### src/rtl/vram_write_scheduler_pkg.sv
// Shared GPU types: command opcodes, write-scheduler states and the
// packed command word carried through the command FIFO.
package gpu_pkg;

  localparam int VRAM_ADDR_WIDTH = 12;
  localparam int VRAM_DATA_WIDTH = 8;

  typedef enum logic {
    CMD_WRITE = 1'b0,
    CMD_CLEAR = 1'b1
  } cmd_op_t;

  typedef enum logic {
    WS_IDLE  = 1'b0,
    WS_CLEAR = 1'b1
  } wsched_state_t;

  typedef struct packed {
    cmd_op_t                    op;
    logic [VRAM_ADDR_WIDTH-1:0] address;
    logic [VRAM_DATA_WIDTH-1:0] data;
  } vram_cmd_t;

  localparam int VRAM_CMD_WIDTH = $bits(vram_cmd_t);

endpackage

### src/rtl/vram_write_scheduler_cmd_fifo.sv
// Synchronous command FIFO for the VRAM write scheduler. The head entry is
// visible combinationally so the scheduler can decide on it in the same
// cycle it pops. Flags and count come straight from registers.
module gpu_cmd_fifo
  import gpu_pkg::*;
#(
  parameter int DEPTH = 8
) (
  input  logic                         clk,
  input  logic                         rst,
  input  logic                         push_i,
  input  logic [VRAM_CMD_WIDTH-1:0]    wdata_i,
  input  logic                         pop_i,
  output logic [VRAM_CMD_WIDTH-1:0]    rdata_o,
  output logic                         full_o,
  output logic                         empty_o,
  output logic [$clog2(DEPTH+1)-1:0]   count_o
);

  localparam int PW = $clog2(DEPTH);
  localparam int CW = $clog2(DEPTH + 1);

  logic [VRAM_CMD_WIDTH-1:0] mem_q [DEPTH];
  logic [PW-1:0]             wr_ptr_q, rd_ptr_q;
  logic [CW-1:0]             count_q;
  logic                      do_push, do_pop;

  // Guard against overflow/underflow even if the caller misbehaves.
  assign do_push = push_i && (count_q != CW'(DEPTH));
  assign do_pop  = pop_i && (count_q != '0);

  // Storage array: written on push, no reset needed.
  always_ff @(posedge clk) begin
    if (do_push) begin
      mem_q[wr_ptr_q] <= wdata_i;
    end
  end

  // Pointer and occupancy bookkeeping; pointers wrap naturally (power of two).
  always_ff @(posedge clk) begin
    if (rst) begin
      wr_ptr_q <= '0;
      rd_ptr_q <= '0;
      count_q  <= '0;
    end else begin
      if (do_push) wr_ptr_q <= wr_ptr_q + PW'(1);
      if (do_pop)  rd_ptr_q <= rd_ptr_q + PW'(1);
      if (do_push && !do_pop)      count_q <= count_q + CW'(1);
      else if (do_pop && !do_push) count_q <= count_q - CW'(1);
    end
  end

  assign rdata_o = mem_q[rd_ptr_q];
  assign full_o  = (count_q == CW'(DEPTH));
  assign empty_o = (count_q == '0);
  assign count_o = count_q;

endmodule

### src/rtl/vram_write_scheduler.sv
// VRAM write scheduler: queues CPU WRITE/CLEAR commands and drains them into
// the VRAM write port at one byte per clock. A CLEAR sweeps every address
// with a fill byte before later commands run.
// Build option: define VRAM_BLANK_ONLY_WRITE_EN to restrict pops and sweep
// writes to video blanking (video_enable = 0).
module vram_write_scheduler
  import gpu_pkg::*;
#(
  parameter int ADDR_WIDTH = VRAM_ADDR_WIDTH,
  parameter int DATA_WIDTH = VRAM_DATA_WIDTH,
  parameter int FIFO_DEPTH = 8
) (
  input  logic                              clk,
  input  logic                              rst,
  input  logic                              cmd_valid,
  output logic                              cmd_ready,
  input  logic                              cmd_op,
  input  logic [ADDR_WIDTH-1:0]             cmd_address,
  input  logic [DATA_WIDTH-1:0]             cmd_data,
  input  logic                              video_enable,
  output logic                              vram_write_enable,
  output logic [ADDR_WIDTH-1:0]             vram_write_address,
  output logic [DATA_WIDTH-1:0]             vram_w_data,
  output logic                              busy,
  output logic [$clog2(FIFO_DEPTH+1)-1:0]   fifo_count
);

  vram_cmd_t     push_cmd, head_cmd;
  logic [VRAM_CMD_WIDTH-1:0] head_bits;
  logic          fifo_full, fifo_empty, pop;
  logic          write_allowed;

  wsched_state_t             state_q, state_d;
  logic [ADDR_WIDTH-1:0]     clear_cnt_q, clear_cnt_d;
  logic [DATA_WIDTH-1:0]     fill_q, fill_d;
  logic                      we_q, we_d;
  logic [ADDR_WIDTH-1:0]     addr_q, addr_d;
  logic [DATA_WIDTH-1:0]     data_q, data_d;

`ifdef VRAM_BLANK_ONLY_WRITE_EN
  assign write_allowed = !video_enable;
`else
  // video_enable is kept on the port so both builds share one interface.
  logic unused_video_enable;
  assign unused_video_enable = video_enable;
  assign write_allowed = 1'b1;
`endif

  assign push_cmd.op      = cmd_op_t'(cmd_op);
  assign push_cmd.address = cmd_address;
  assign push_cmd.data    = cmd_data;
  assign head_cmd         = vram_cmd_t'(head_bits);

  gpu_cmd_fifo #(
    .DEPTH (FIFO_DEPTH)
  ) u_fifo (
    .clk     (clk),
    .rst     (rst),
    .push_i  (cmd_valid && !fifo_full),
    .wdata_i (push_cmd),
    .pop_i   (pop),
    .rdata_o (head_bits),
    .full_o  (fifo_full),
    .empty_o (fifo_empty),
    .count_o (fifo_count)
  );

  // Next-state logic: dispatch the FIFO head in IDLE, sweep addresses in CLEAR.
  always_comb begin
    state_d     = state_q;
    clear_cnt_d = clear_cnt_q;
    fill_d      = fill_q;
    we_d        = 1'b0;
    addr_d      = addr_q;
    data_d      = data_q;
    pop         = 1'b0;
    case (state_q)
      WS_IDLE: begin
        if (!fifo_empty && write_allowed) begin
          pop = 1'b1;
          if (head_cmd.op == CMD_WRITE) begin
            we_d   = 1'b1;
            addr_d = head_cmd.address;
            data_d = head_cmd.data;
          end else begin
            fill_d      = head_cmd.data;
            clear_cnt_d = '0;
            state_d     = WS_CLEAR;
          end
        end
      end
      WS_CLEAR: begin
        if (write_allowed) begin
          we_d        = 1'b1;
          addr_d      = clear_cnt_q;
          data_d      = fill_q;
          clear_cnt_d = clear_cnt_q + ADDR_WIDTH'(1);
          if (clear_cnt_q == '1) begin
            state_d = WS_IDLE;
          end
        end
      end
      default: state_d = WS_IDLE;
    endcase
  end

  // State and registered VRAM write port.
  always_ff @(posedge clk) begin
    if (rst) begin
      state_q     <= WS_IDLE;
      clear_cnt_q <= '0;
      fill_q      <= '0;
      we_q        <= 1'b0;
      addr_q      <= '0;
      data_q      <= '0;
    end else begin
      state_q     <= state_d;
      clear_cnt_q <= clear_cnt_d;
      fill_q      <= fill_d;
      we_q        <= we_d;
      addr_q      <= addr_d;
      data_q      <= data_d;
    end
  end

  assign cmd_ready          = !fifo_full;
  assign busy               = !fifo_empty || (state_q != WS_IDLE);
  assign vram_write_enable  = we_q;
  assign vram_write_address = addr_q;
  assign vram_w_data        = data_q;

endmodule

### config.mk
export PLATFORM = sky130hd
export DESIGN_NAME = vram_write_scheduler
export DESIGN_NICKNAME = d
export VERILOG_FILES = /design/src/rtl/vram_write_scheduler_pkg.sv /design/src/rtl/vram_write_scheduler_cmd_fifo.sv /design/src/rtl/vram_write_scheduler.sv
export SDC_FILE = /design/constraint.sdc
export NUM_CORES = 1
export LEC_CHECK = 0
export CAP_MARGIN = 20
export CORE_MARGIN = 5
export CORE_UTILIZATION = 50
export DETAILED_ROUTE_END_ITERATION = 12
export PLACE_DENSITY = 0.71
export SLEW_MARGIN = 40
export SYNTH_ARGS = -nofsm -noshare
export SYNTH_HDL_FRONTEND = slang
export SYNTH_SLANG_ARGS = --single-unit
### constraint.sdc
create_clock -name clk -period 3.4 [get_ports clk]
set_clock_uncertainty 0.1 [all_clocks]
set_input_delay 0.34 -clock clk [delete_from_list [all_inputs] [get_ports clk]]
set_output_delay 0.34 -clock clk [all_outputs]
set_load 0.005 [all_outputs]
==> qor.log <==
INFO  routing        ant_nets=0
INFO  cts            path_clk_slew=60ps
INFO  synthesis      ys.warnings.count=0
INFO  routing        drtIter0Drc=295
INFO  sta            fin_crit=2770ps
INFO  synthesis      async_flop_share=0%
INFO  cells_and_area syn2layout_area_growth=17.2%
INFO  die            io-pin-count=52
INFO  power          pwr-share-comb=25.3%
INFO  sta            clock.fmax=0.361GHz
INFO  die            start_util=51.1%
INFO  cts            numCtsBuffers=23
INFO  die            die_area=20400squm
INFO  cts            clockRootBuffer=clkbuf_16
INFO  grt            first_global_vias=4876
INFO  setup_path     critical_path.startpoint_type=flop
INFO  sta            setup_tns=0ps
INFO  routing        wl_per_cell=21.0um
INFO  synthesis      number_of_synthesized_flops_with_an_enable_pin=168
INFO  placed_design  hpwlAfterDp=10.3mm
INFO  setup_path     worst_ep_arrival_time=3110ps
INFO  synthesis      synth_nets=540
INFO  grt            grt_use_met2=27.7%
INFO  cts            clk_latency=500ps
INFO  setup_path     crit-reg2reg-launch=u_fifo.count_o[0]
INFO  setup_path     worst-setup-path-type=flop to flop
INFO  setup_path     r2r_end=u_fifo.count_o[3]
INFO  routing        via_density=5.82
INFO  synthesis      synthesized_netlist_cell_count=508
INFO  placed_design  gpl.final_weighted_congestion=0.801
INFO  routing        num_vias=4723
INFO  power          share_clk_of_total_power=30.5%
INFO  cts            cts_resized=0
INFO  routing        total_wire_length=17.0mm
INFO  die            die_w=143um
INFO  sta            setup-violations-final=0
INFO  die            die_h=143um
INFO  cts            postCtsHoldBufs=0
INFO  min_path       hold_path.startpoint=fill_q[6]
INFO  cts            clock_tree.htree_level_count=1
INFO  setup_path     end_kind=flop
INFO  sta            grt_setup_unrepaired=no
INFO  setup_path     critPathBufInv=2
INFO  grt            grt_start_max_net_pins=52
INFO  status         run_status=completed
INFO  cts            tritoncts=yes
INFO  grt            grt_usage=17.0%
INFO  setup_path     worstRegToRegCells=12
INFO  sta            report.final.slew_viol_count=0
INFO  synthesis      yosys.cell_count.top_type=edfxtp_1
INFO  power          internal_power=5.64mW
INFO  synthesis      synthesized_area_per_cell=17.4squm
INFO  cts            maximum_root_to_sink_buffer_count=3
INFO  synthesis      yosys.area.top_type=edfxtp_1
INFO  power          peakVddDrop=0.418mV
INFO  cells_and_area finalNetCount=602
INFO  sta            timing_hold_violations_final=0
INFO  synthesis      postSynthRegisterBits=223
INFO  cts            cts_post_setup_buffers_inserted=0
INFO  power          p_leak=3.34nW
INFO  grt            antenna_found_initial=1
INFO  sta            setup_ws=627ps
INFO  routing        drt_pre_antenna_iters=4
INFO  placed_design  placement.cell_area=9630squm
INFO  sta            timing.final.crit_share=81.6%
INFO  synthesis      ys.flop_type=edfxtp_1
INFO  setup_path     critPathMaxFanout=6
INFO  cells_and_area postLayoutCoreUtil=59.9%
INFO  placed_design  placed_cells=770
INFO  cells_and_area fillerInstances=1254
INFO  routing        post-route-drc-count=0
INFO  grt            busiest_layer=met2
INFO  setup_path     worst_path_dominant_cell_family=simple AND/OR/NAND/NOR gates
INFO  die            placeableCoreArea=17300squm
INFO  cells_and_area antennaDiodeCount=0
INFO  synthesis      synth.distinct_cells=51
INFO  placed_design  place.port_buffers=50
INFO  power          power_switching=2.21mW
INFO  setup_path     timing.critical_path.required=3740ps
INFO  synthesis      synthTopCellsByCount=168 x edfxtp_1, 55 x dfxtp_1, 26 x mux4_2
INFO  sta            worst_max_slew_pin_slew=812ps
INFO  synthesis      top_area_cell_type_share_of_the_netlist_area=57.1%
INFO  grt            grt_first_pass_wirelength=27.0mm
INFO  cells_and_area design_area=10400squm
INFO  power          seqPwrFrac=44.2%
INFO  synthesis      mappedNetlistArea=8840squm
INFO  power          power.share.switching=28.1%
INFO  setup_path     cell_type_of_the_slowest_stage_on_the_worst_timing_path=dfxtp_1
INFO  power          cell_area_power_density=758nW/um^2
INFO  synthesis      post_synth_main_area_contributors=edfxtp_1 57%, dfxtp_1 12%, mux4_2 6.6%, mux4_1 4.2%, mux2i_1 1.5%
INFO  job            maxCapViolCount=0
INFO  min_path       class_of_the_tightest_hold_or_removal_check=flop to flop
INFO  setup_path     crit_chain=nor3_1 -> nand2_1 -> nand2_1 -> inv_1 -> ha_1 -> inv_1 -> ha_1 -> a21o_1 -> a21oi_1 -> xnor2_1 -> or3_1 -> a21oi_1
INFO  placed_design  post-place-ws=587ps
INFO  setup_path     slowest_delay=390ps
INFO  grt            grtUsageMet3=3.68%
INFO  setup_path     setup.reg_to_reg.worst_slack=630ps
INFO  die            rows=48
INFO  cells_and_area layoutNonFillerInstCount=812
INFO  grt            global_route.overflow_total=0
INFO  sta            max-slew-margin-rel=45.4%
INFO  min_path       worstHoldPathCells=1
INFO  cts            cts_sinks=223
INFO  synthesis      synth_seq_area_share=69.5%
INFO  grt            grtUsageMet1=23.2%
INFO  min_path       whs_endpoint=fill_q[6]
INFO  cells_and_area drive_gt1_share=18.2%
==> registers in the layout (all words and copies together) (netlist names), named ones only <==
register            flops
fill_q                  8
u_fifo.wr_ptr_q         3
vram_write_address     12
vram_write_enable       1
u_fifo.count_o          4
u_fifo.rd_ptr_q         3
u_fifo.mem_q          168
state_q                 1
clear_cnt_q            12
vram_w_data             8
==> cell families after synthesis <==
logic type	synth area share, %
compound gates	6.34
xor+xnor	0.991
fa+ha+maj	1.08
buf+inv	2.58
flops	69.5
mux	13.5
simple gates	5.95
==> worst max path at each step <==
stage          cells after the start              start                 end  slack [ps]
6_report                          12  u_fifo.count_o[0]   u_fifo.count_o[3]         630
5_1_grt                           12  u_fifo.count_o[0]   u_fifo.count_o[3]         390
4_1_cts                           12  u_fifo.count_o[0]   u_fifo.count_o[3]         620
3_5_place_dp                      11          cmd_valid   u_fifo.count_o[3]         590
3_3_place_gp                      11          cmd_valid   u_fifo.count_o[3]         660
2_1_floorplan                      4  u_fifo.count_o[0]  u_fifo.mem_q[0][0]          40
==> layout make-up <==
cell class,instances,area [sq um],area share [%]
inverter,14,52.6,0.507
timing repair buffer,67,653,6.30
multi-input combinational,241,2500,24.1
tap,225,282,2.72
clock inverter,17,145,1.40
sequential,223,6150,59.3
clock buffer,25,583,5.63
==> power groups by stage <==
stage | Sequential, mW | Combinational, mW | Clock, mW
2_1_floorplan | 3.42 | 1.42 | 0
3_3_place_gp | 3.52 | 1.94 | 0
3_5_place_dp | 3.53 | 1.99 | 0
4_1_cts | 3.48 | 2.00 | 2.43
5_1_grt | 3.51 | 2.16 | 2.56
6_report | 3.47 | 1.99 | 2.39
==> layer usage <==
layer / wire, um / part of all wire (%)
met5: 11 / 0.065
met4: 393 / 2.3
met3: 990 / 5.8
met2: 8150 / 48
met1: 7480 / 44
==> worst register-to-register path, cell delays in order (launching register included) <==
cell and delay [ps]:
dfxtp_1 390, nor3_1 210, nand2_1 90, nand2_1 250, inv_1 170, ha_1 240
inv_1 130, ha_1 250, a21o_1 180, a21oi_1 170, xnor2_1 90, or3_1 300
a21oi_1 130
==> cell usage in the layout, fill, tap and decap left out, types with 5 or more instances in the layout <==
cell type,synthesis,routed
mux2i_1,13,13
clkdlybuf4s50_1,0,50
nand4_1,5,5
a211oi_1,5,5
clkbuf_16,0,23
inv_1,13,13
mux4_1,14,14
xnor2_1,7,7
dfxtp_1,55,53
o221a_1,10,10
nor2_1,14,11
ha_1,6,6
mux4_2,26,26
and3_1,5,5
nand3_1,5,5
edfxtp_1,168,168
nand2b_1,5,5
a311o_1,8,8
nor3b_1,8,8
mux2_2,10,10
a21oi_1,21,21
o2bb2ai_1,8,8
and2_1,5,5
nand2_1,15,15
buf_4,1,15
nor4b_1,8,8
==> per-stage QoR <==
step | power, mW | hold WS (ps)
3_5_place_dp | 5.52 | 353
4_1_cts | 7.91 | 371
3_3_place_gp | 5.46 | 343
6_report | 7.85 | 373
5_1_grt | 8.24 | 386
2_1_floorplan | 4.84 | 332
Power figures use the tool's default switching activity.
